==> config.mk <==
export PLATFORM = sky130hd
export DESIGN_NAME = unidad_control
export DESIGN_NICKNAME = d
export VERILOG_FILES = /design/src/rtl/unidad_control.sv
export SDC_FILE = /design/constraint.sdc
export NUM_CORES = 1
export LEC_CHECK = 0
export ABC_AREA = 1
export BUFFER_PORTS_ARGS = -buffer_cell sky130_fd_sc_hd__buf_2
export CORE_MARGIN = 2
export CORE_UTILIZATION = 44
export DETAILED_ROUTE_END_ITERATION = 10
export GPL_TIMING_DRIVEN = 0
export PLACE_DENSITY = 0.8
export SYNTH_ARGS = -nofsm -noshare
export SYNTH_HDL_FRONTEND = slang
export SYNTH_SLANG_ARGS = --single-unit
==> constraint.sdc <==
create_clock -name CLK -period 0.8 [get_ports CLK]
set_clock_uncertainty 0.05 [all_clocks]
set_input_delay 0.12 -clock CLK [delete_from_list [all_inputs] [get_ports CLK]]
set_output_delay 0.12 -clock CLK [all_outputs]
set_load 0.05 [all_outputs]
==> src/rtl/unidad_control.sv <==
// Single-cycle RISC-V main control decoder with all outputs registered on CLK.
// Decode is purely combinational; one register stage gives exactly one cycle of latency.
module unidad_control (
  input  logic       CLK,
  input  logic       RST,
  input  logic [6:0] opcode,
  input  logic [2:0] funct3,
  input  logic       funct7,
  input  logic       comp,
  output logic       WE_Data,
  output logic       RE_Data,
  output logic       BYTE_STR,
  output logic       BYTE_LDR,
  output logic [2:0] IMM_SRC,
  output logic       WE_Regs,
  output logic [2:0] ALU_OP,
  output logic       JALR,
  output logic       PC_SRC,
  output logic [1:0] RS1_SRC,
  output logic       OP1_SRC,
  output logic       OP2_SRC,
  output logic [1:0] WRITE_SRC
);

  localparam logic [6:0] OPC_R      = 7'b0110011;
  localparam logic [6:0] OPC_I_ALU  = 7'b0010011;
  localparam logic [6:0] OPC_LOAD   = 7'b0000011;
  localparam logic [6:0] OPC_STORE  = 7'b0100011;
  localparam logic [6:0] OPC_BRANCH = 7'b1100011;
  localparam logic [6:0] OPC_JAL    = 7'b1101111;
  localparam logic [6:0] OPC_JALR   = 7'b1100111;
  localparam logic [6:0] OPC_LUI    = 7'b0110111;
  localparam logic [6:0] OPC_AUIPC  = 7'b0010111;

  localparam logic [2:0] ALU_ADD = 3'b000;
  localparam logic [2:0] ALU_SUB = 3'b010;

  typedef struct packed {
    logic       we_data;
    logic       re_data;
    logic       byte_str;
    logic       byte_ldr;
    logic [2:0] imm_src;
    logic       we_regs;
    logic [2:0] alu_op;
    logic       jalr;
    logic       pc_src;
    logic [1:0] rs1_src;
    logic       op1_src;
    logic       op2_src;
    logic [1:0] write_src;
  } ctrl_t;

  ctrl_t      ctrl_d, ctrl_q;
  logic [2:0] alu_f3;

  // funct3 -> ALU_OP; SLTU (011) shares the SLT encoding
  always_comb begin
    alu_f3 = ALU_ADD;
    unique case (funct3)
      3'b000: alu_f3 = 3'b000;
      3'b001: alu_f3 = 3'b001;
      3'b010: alu_f3 = 3'b011;
      3'b011: alu_f3 = 3'b011;
      3'b100: alu_f3 = 3'b100;
      3'b101: alu_f3 = 3'b101;
      3'b110: alu_f3 = 3'b110;
      3'b111: alu_f3 = 3'b111;
      default: alu_f3 = ALU_ADD;
    endcase
  end

  always_comb begin
    ctrl_d = '0;
    case (opcode)
      OPC_R: begin
        ctrl_d.we_regs   = 1'b1;
        ctrl_d.op1_src   = 1'b1;
        ctrl_d.write_src = 2'b01;
        ctrl_d.alu_op    = (funct3 == 3'b000 && funct7) ? ALU_SUB : alu_f3;
      end
      OPC_I_ALU: begin
        ctrl_d.we_regs   = 1'b1;
        ctrl_d.write_src = 2'b01;
        ctrl_d.alu_op    = alu_f3;
      end
      OPC_LOAD: begin
        ctrl_d.re_data   = 1'b1;
        ctrl_d.we_regs   = 1'b1;
        ctrl_d.byte_ldr  = (funct3 == 3'b000) || (funct3 == 3'b100);
      end
      OPC_STORE: begin
        ctrl_d.we_data   = 1'b1;
        ctrl_d.imm_src   = 3'b001;
        ctrl_d.byte_str  = (funct3 == 3'b000);
      end
      OPC_BRANCH: begin
        ctrl_d.imm_src   = 3'b010;
        ctrl_d.op1_src   = 1'b1;
        ctrl_d.alu_op    = ALU_SUB;
        ctrl_d.pc_src    = comp;
      end
      OPC_JAL: begin
        ctrl_d.imm_src   = 3'b100;
        ctrl_d.pc_src    = 1'b1;
        ctrl_d.we_regs   = 1'b1;
        ctrl_d.write_src = 2'b10;
        ctrl_d.rs1_src   = 2'b01;
      end
      OPC_JALR: begin
        ctrl_d.jalr      = 1'b1;
        ctrl_d.pc_src    = 1'b1;
        ctrl_d.we_regs   = 1'b1;
        ctrl_d.write_src = 2'b10;
      end
      OPC_LUI: begin
        ctrl_d.imm_src   = 3'b011;
        ctrl_d.we_regs   = 1'b1;
        ctrl_d.write_src = 2'b11;
        ctrl_d.rs1_src   = 2'b01;
      end
      OPC_AUIPC: begin
        ctrl_d.imm_src   = 3'b011;
        ctrl_d.op2_src   = 1'b1;
        ctrl_d.we_regs   = 1'b1;
        ctrl_d.write_src = 2'b01;
      end
      default: ctrl_d = '0;
    endcase
  end

  always_ff @(posedge CLK or negedge RST) begin
    if (!RST) ctrl_q <= '0;
    else      ctrl_q <= ctrl_d;
  end

  assign WE_Data   = ctrl_q.we_data;
  assign RE_Data   = ctrl_q.re_data;
  assign BYTE_STR  = ctrl_q.byte_str;
  assign BYTE_LDR  = ctrl_q.byte_ldr;
  assign IMM_SRC   = ctrl_q.imm_src;
  assign WE_Regs   = ctrl_q.we_regs;
  assign ALU_OP    = ctrl_q.alu_op;
  assign JALR      = ctrl_q.jalr;
  assign PC_SRC    = ctrl_q.pc_src;
  assign RS1_SRC   = ctrl_q.rs1_src;
  assign OP1_SRC   = ctrl_q.op1_src;
  assign OP2_SRC   = ctrl_q.op2_src;
  assign WRITE_SRC = ctrl_q.write_src;

endmodule

==> flow_metrics.env <==
export IMPL_status="finished, violations left"
export IMPL_violations="setup timing"
export IMPL_fin_util_pct=69.9
export IMPL_cpLargestDelayFamily="flip-flops"
export IMPL_path_class="register to output port"
export IMPL_period_share_pct=126
export IMPL_cts_made_buffers=3
export IMPL_worst_ir_drop_vdd_mv=0.799
export IMPL_syn_nets=96
export IMPL_cts_max_level=1
export IMPL_io_buffers=31
export IMPL_n_antenna_cell=0
export IMPL_cts_root_buf="clkbuf_4"
export IMPL_placementRows=14
export IMPL_ys_seq_area_share_pct=60.6
export IMPL_fin_setup_tns_ns=-3.46
export IMPL_final_nets=133
export IMPL_synth_top_family_by_area="simple AND/OR/NAND/NOR gates"
export IMPL_yosys_area_share_adder_pct=0
export IMPL_clock_path_buffers=2
export IMPL_synth_compound_area_share_pct=1.35
export IMPL_synthCells=82
export IMPL_hpwlAfterDp_mm=1.03
export IMPL_gp_congestion=0.882
export IMPL_path_cells="buf_6"
export IMPL_power_density_nw_per_um2=1550
export IMPL_die_h_microns=45.1
export IMPL_synth_xor_area_share_pct=0
export IMPL_finalMaxSlewViolations=0
export IMPL_antenna_found_initial=0
export IMPL_core_sq_um=1540
export IMPL_netlist_area_sq_um=743
export IMPL_min_path_type="input port to register"
export IMPL_grt_pass1_wl_mm=2.39
export IMPL_arrival_ns=0.84
export IMPL_setup_slack_ns=-0.206
export IMPL_grt_pass1_vias=605
export IMPL_postCtsSetupRepairBufs=0
export IMPL_die_area_sq_um=2030
export IMPL_postSynthAreaPerCell_sq_um=9.06
export IMPL_leakage_nw=0.651
export IMPL_grt_ovfl_total=0
export IMPL_post_drt_wl_per_cell_microns=10.3
export IMPL_via_per_inst=4.72
export IMPL_area_growth_syn_to_layout_pct=44.9
export IMPL_finalHoldViolations=0
export IMPL_startpoint="JALR$_DFF_PN0_"
export IMPL_crit_fanout=1
export IMPL_cts_tree="yes"
export IMPL_slowest_stage="dfrtp_1"
export IMPL_ios=33
export IMPL_min_period_ns=1.01
export IMPL_yosysWarnings=0
export IMPL_first_iter_violations=14
export IMPL_cpPeakStageDelay_ns=0.39
export IMPL_cp_num_buf_inv=1
export IMPL_gr_usage_all_layers_pct=16.5
export IMPL_drive_gt1_share_pct=43.2
export IMPL_cp_start_kind="register"
export IMPL_crit_required_ns=0.63
export IMPL_synth_seq_cells=18
export IMPL_num_vias=633
export IMPL_clkSinkCount=18
export IMPL_path_clk_slew_ns=0.10
export IMPL_ant_nets=0
export IMPL_drt_pre_antenna_iters=4
export IMPL_drc=0
export IMPL_grt_max_degree=19
export IMPL_die_w_microns=45.1
export IMPL_cp_num_cells=1
export IMPL_start_util_pct=48.2
export IMPL_synth_simple_area_share_pct=29.5
export IMPL_synth_mux_area_share_pct=0
export IMPL_synth_cell_types=15
export IMPL_rsz0062_at_grt="true"
export IMPL_drt_wl_total_mm=1.38
export IMPL_drv_cap=0
export IMPL_fmax_mhz=994
export IMPL_endpoint="JALR"
export IMPL_final_setup_viol_count=18
export IMPL_dp_slack_ns=-0.151
export IMPL_endpoint_kind="output port"
## metal layers
metal  track usage (%)  vias to the layer above  part of all wire, %
met5                 0                        -                    0
met1              18.0                      285                   39
li1                  -                      315                    -
met3              1.60                        5                  6.4
met4              10.6                        0                  2.6
met2              30.0                       28                   51
## how the worst min path moves through the flow
stage,from,endpoint,slack [ns],cells past startpoint
3_5_place_dp,RST,ALU_OP[2]$_DFF_PN0_,0.009,1
4_1_cts,comp,PC_SRC$_DFF_PN0_,0.04,3
6_report,comp,PC_SRC$_DFF_PN0_,0.02,3
2_1_floorplan,RST,ALU_OP[0]$_DFF_PN0_,-0.23,0
3_3_place_gp,RST,ALU_OP[2]$_DFF_PN0_,-0.005,1
5_1_grt,comp,PC_SRC$_DFF_PN0_,0.05,3
## state kept, by name (all words and copies together) (netlist names)
name,count
RS1_SRC,1
IMM_SRC,3
WE_Regs,1
RE_Data,1
WE_Data,1
BYTE_STR,1
WRITE_SRC,2
OP2_SRC,1
ALU_OP,3
PC_SRC,1
JALR,1
BYTE_LDR,1
OP1_SRC,1
## synth_stat cells
master   count  area [sq um]
nor2_2       5          31.3
inv_2        4          15.0
nand3_2      1          10.0
nor2_4       1          11.3
conb_1       1          3.75
nand2_1     21          78.8
a21oi_1      1          5.00
nor3b_1      1          7.51
inv_1       10          37.5
o21ai_0      1          5.00
nand2_2      4          25.0
dfrtp_1     18           450
nand3_1      5          25.0
buf_4        1          7.51
nor2_1       8          30.0
## worst min-delay path, cell delays in order
cell and delay (ns):
buf_2 0.08, nand3_1 0.06, nand3_1 0.07
## cells by family (layout without fill, tap and decap cells)
logic type      after synthesis  count (layout)
compound gates                2               2
buf+inv                      15              51
other cells                   1               1
simple gates                 46              46
flops                        18              18
## layout by cell type, fill, tap and decap left out, drive strengths merged
cell type,instances
nand2,25
buf,32
conb,1
inv,14
dlygate4sd3,1
dfrtp,18
clkbuf,4
nand3,6
o21ai,1
a21oi,1
nor2,14
nor3b,1
## through the flow
stage,instances,hold slack [ns],power [mW],area [sq um]
global route,134,0.0499,1.74,1080
CTS,134,0.0357,1.67,1080
detailed placement,129,0.00934,1.12,918
finish,134,0.0216,1.67,1080
floorplan,82,-0.226,1.05,743
global placement,129,-0.00498,1.12,918
## timing repair
| action | 4_1_cts | 5_1_grt |
|---|---|---|
| endpoints found under the setup margin | 18 | 18 |
| hold endpoints to repair | 18 | 0 |
| hold buffers | 1 | 0 |
| resized for setup | 36 | 0 |
## where the power goes
group | total [mW] | switching (mW) | internal [mW]
logic | 0.200 | 0.132 | 0.0680
clock network | 0.543 | 0.265 | 0.277
registers | 0.923 | 0.00412 | 0.919
## area by class of cell
class / count / area [sq um]
Tap cell: 16 / 20.0
Inverter: 14 / 52.6
Clock buffer: 4 / 36.3
Buffer: 1 / 7.51
Timing Repair Buffer: 32 / 278
Fill cell: 120 / 464
Sequential cell: 18 / 450
Multi-Input combinational cell: 49 / 233
Power figures use the tool's default switching activity.
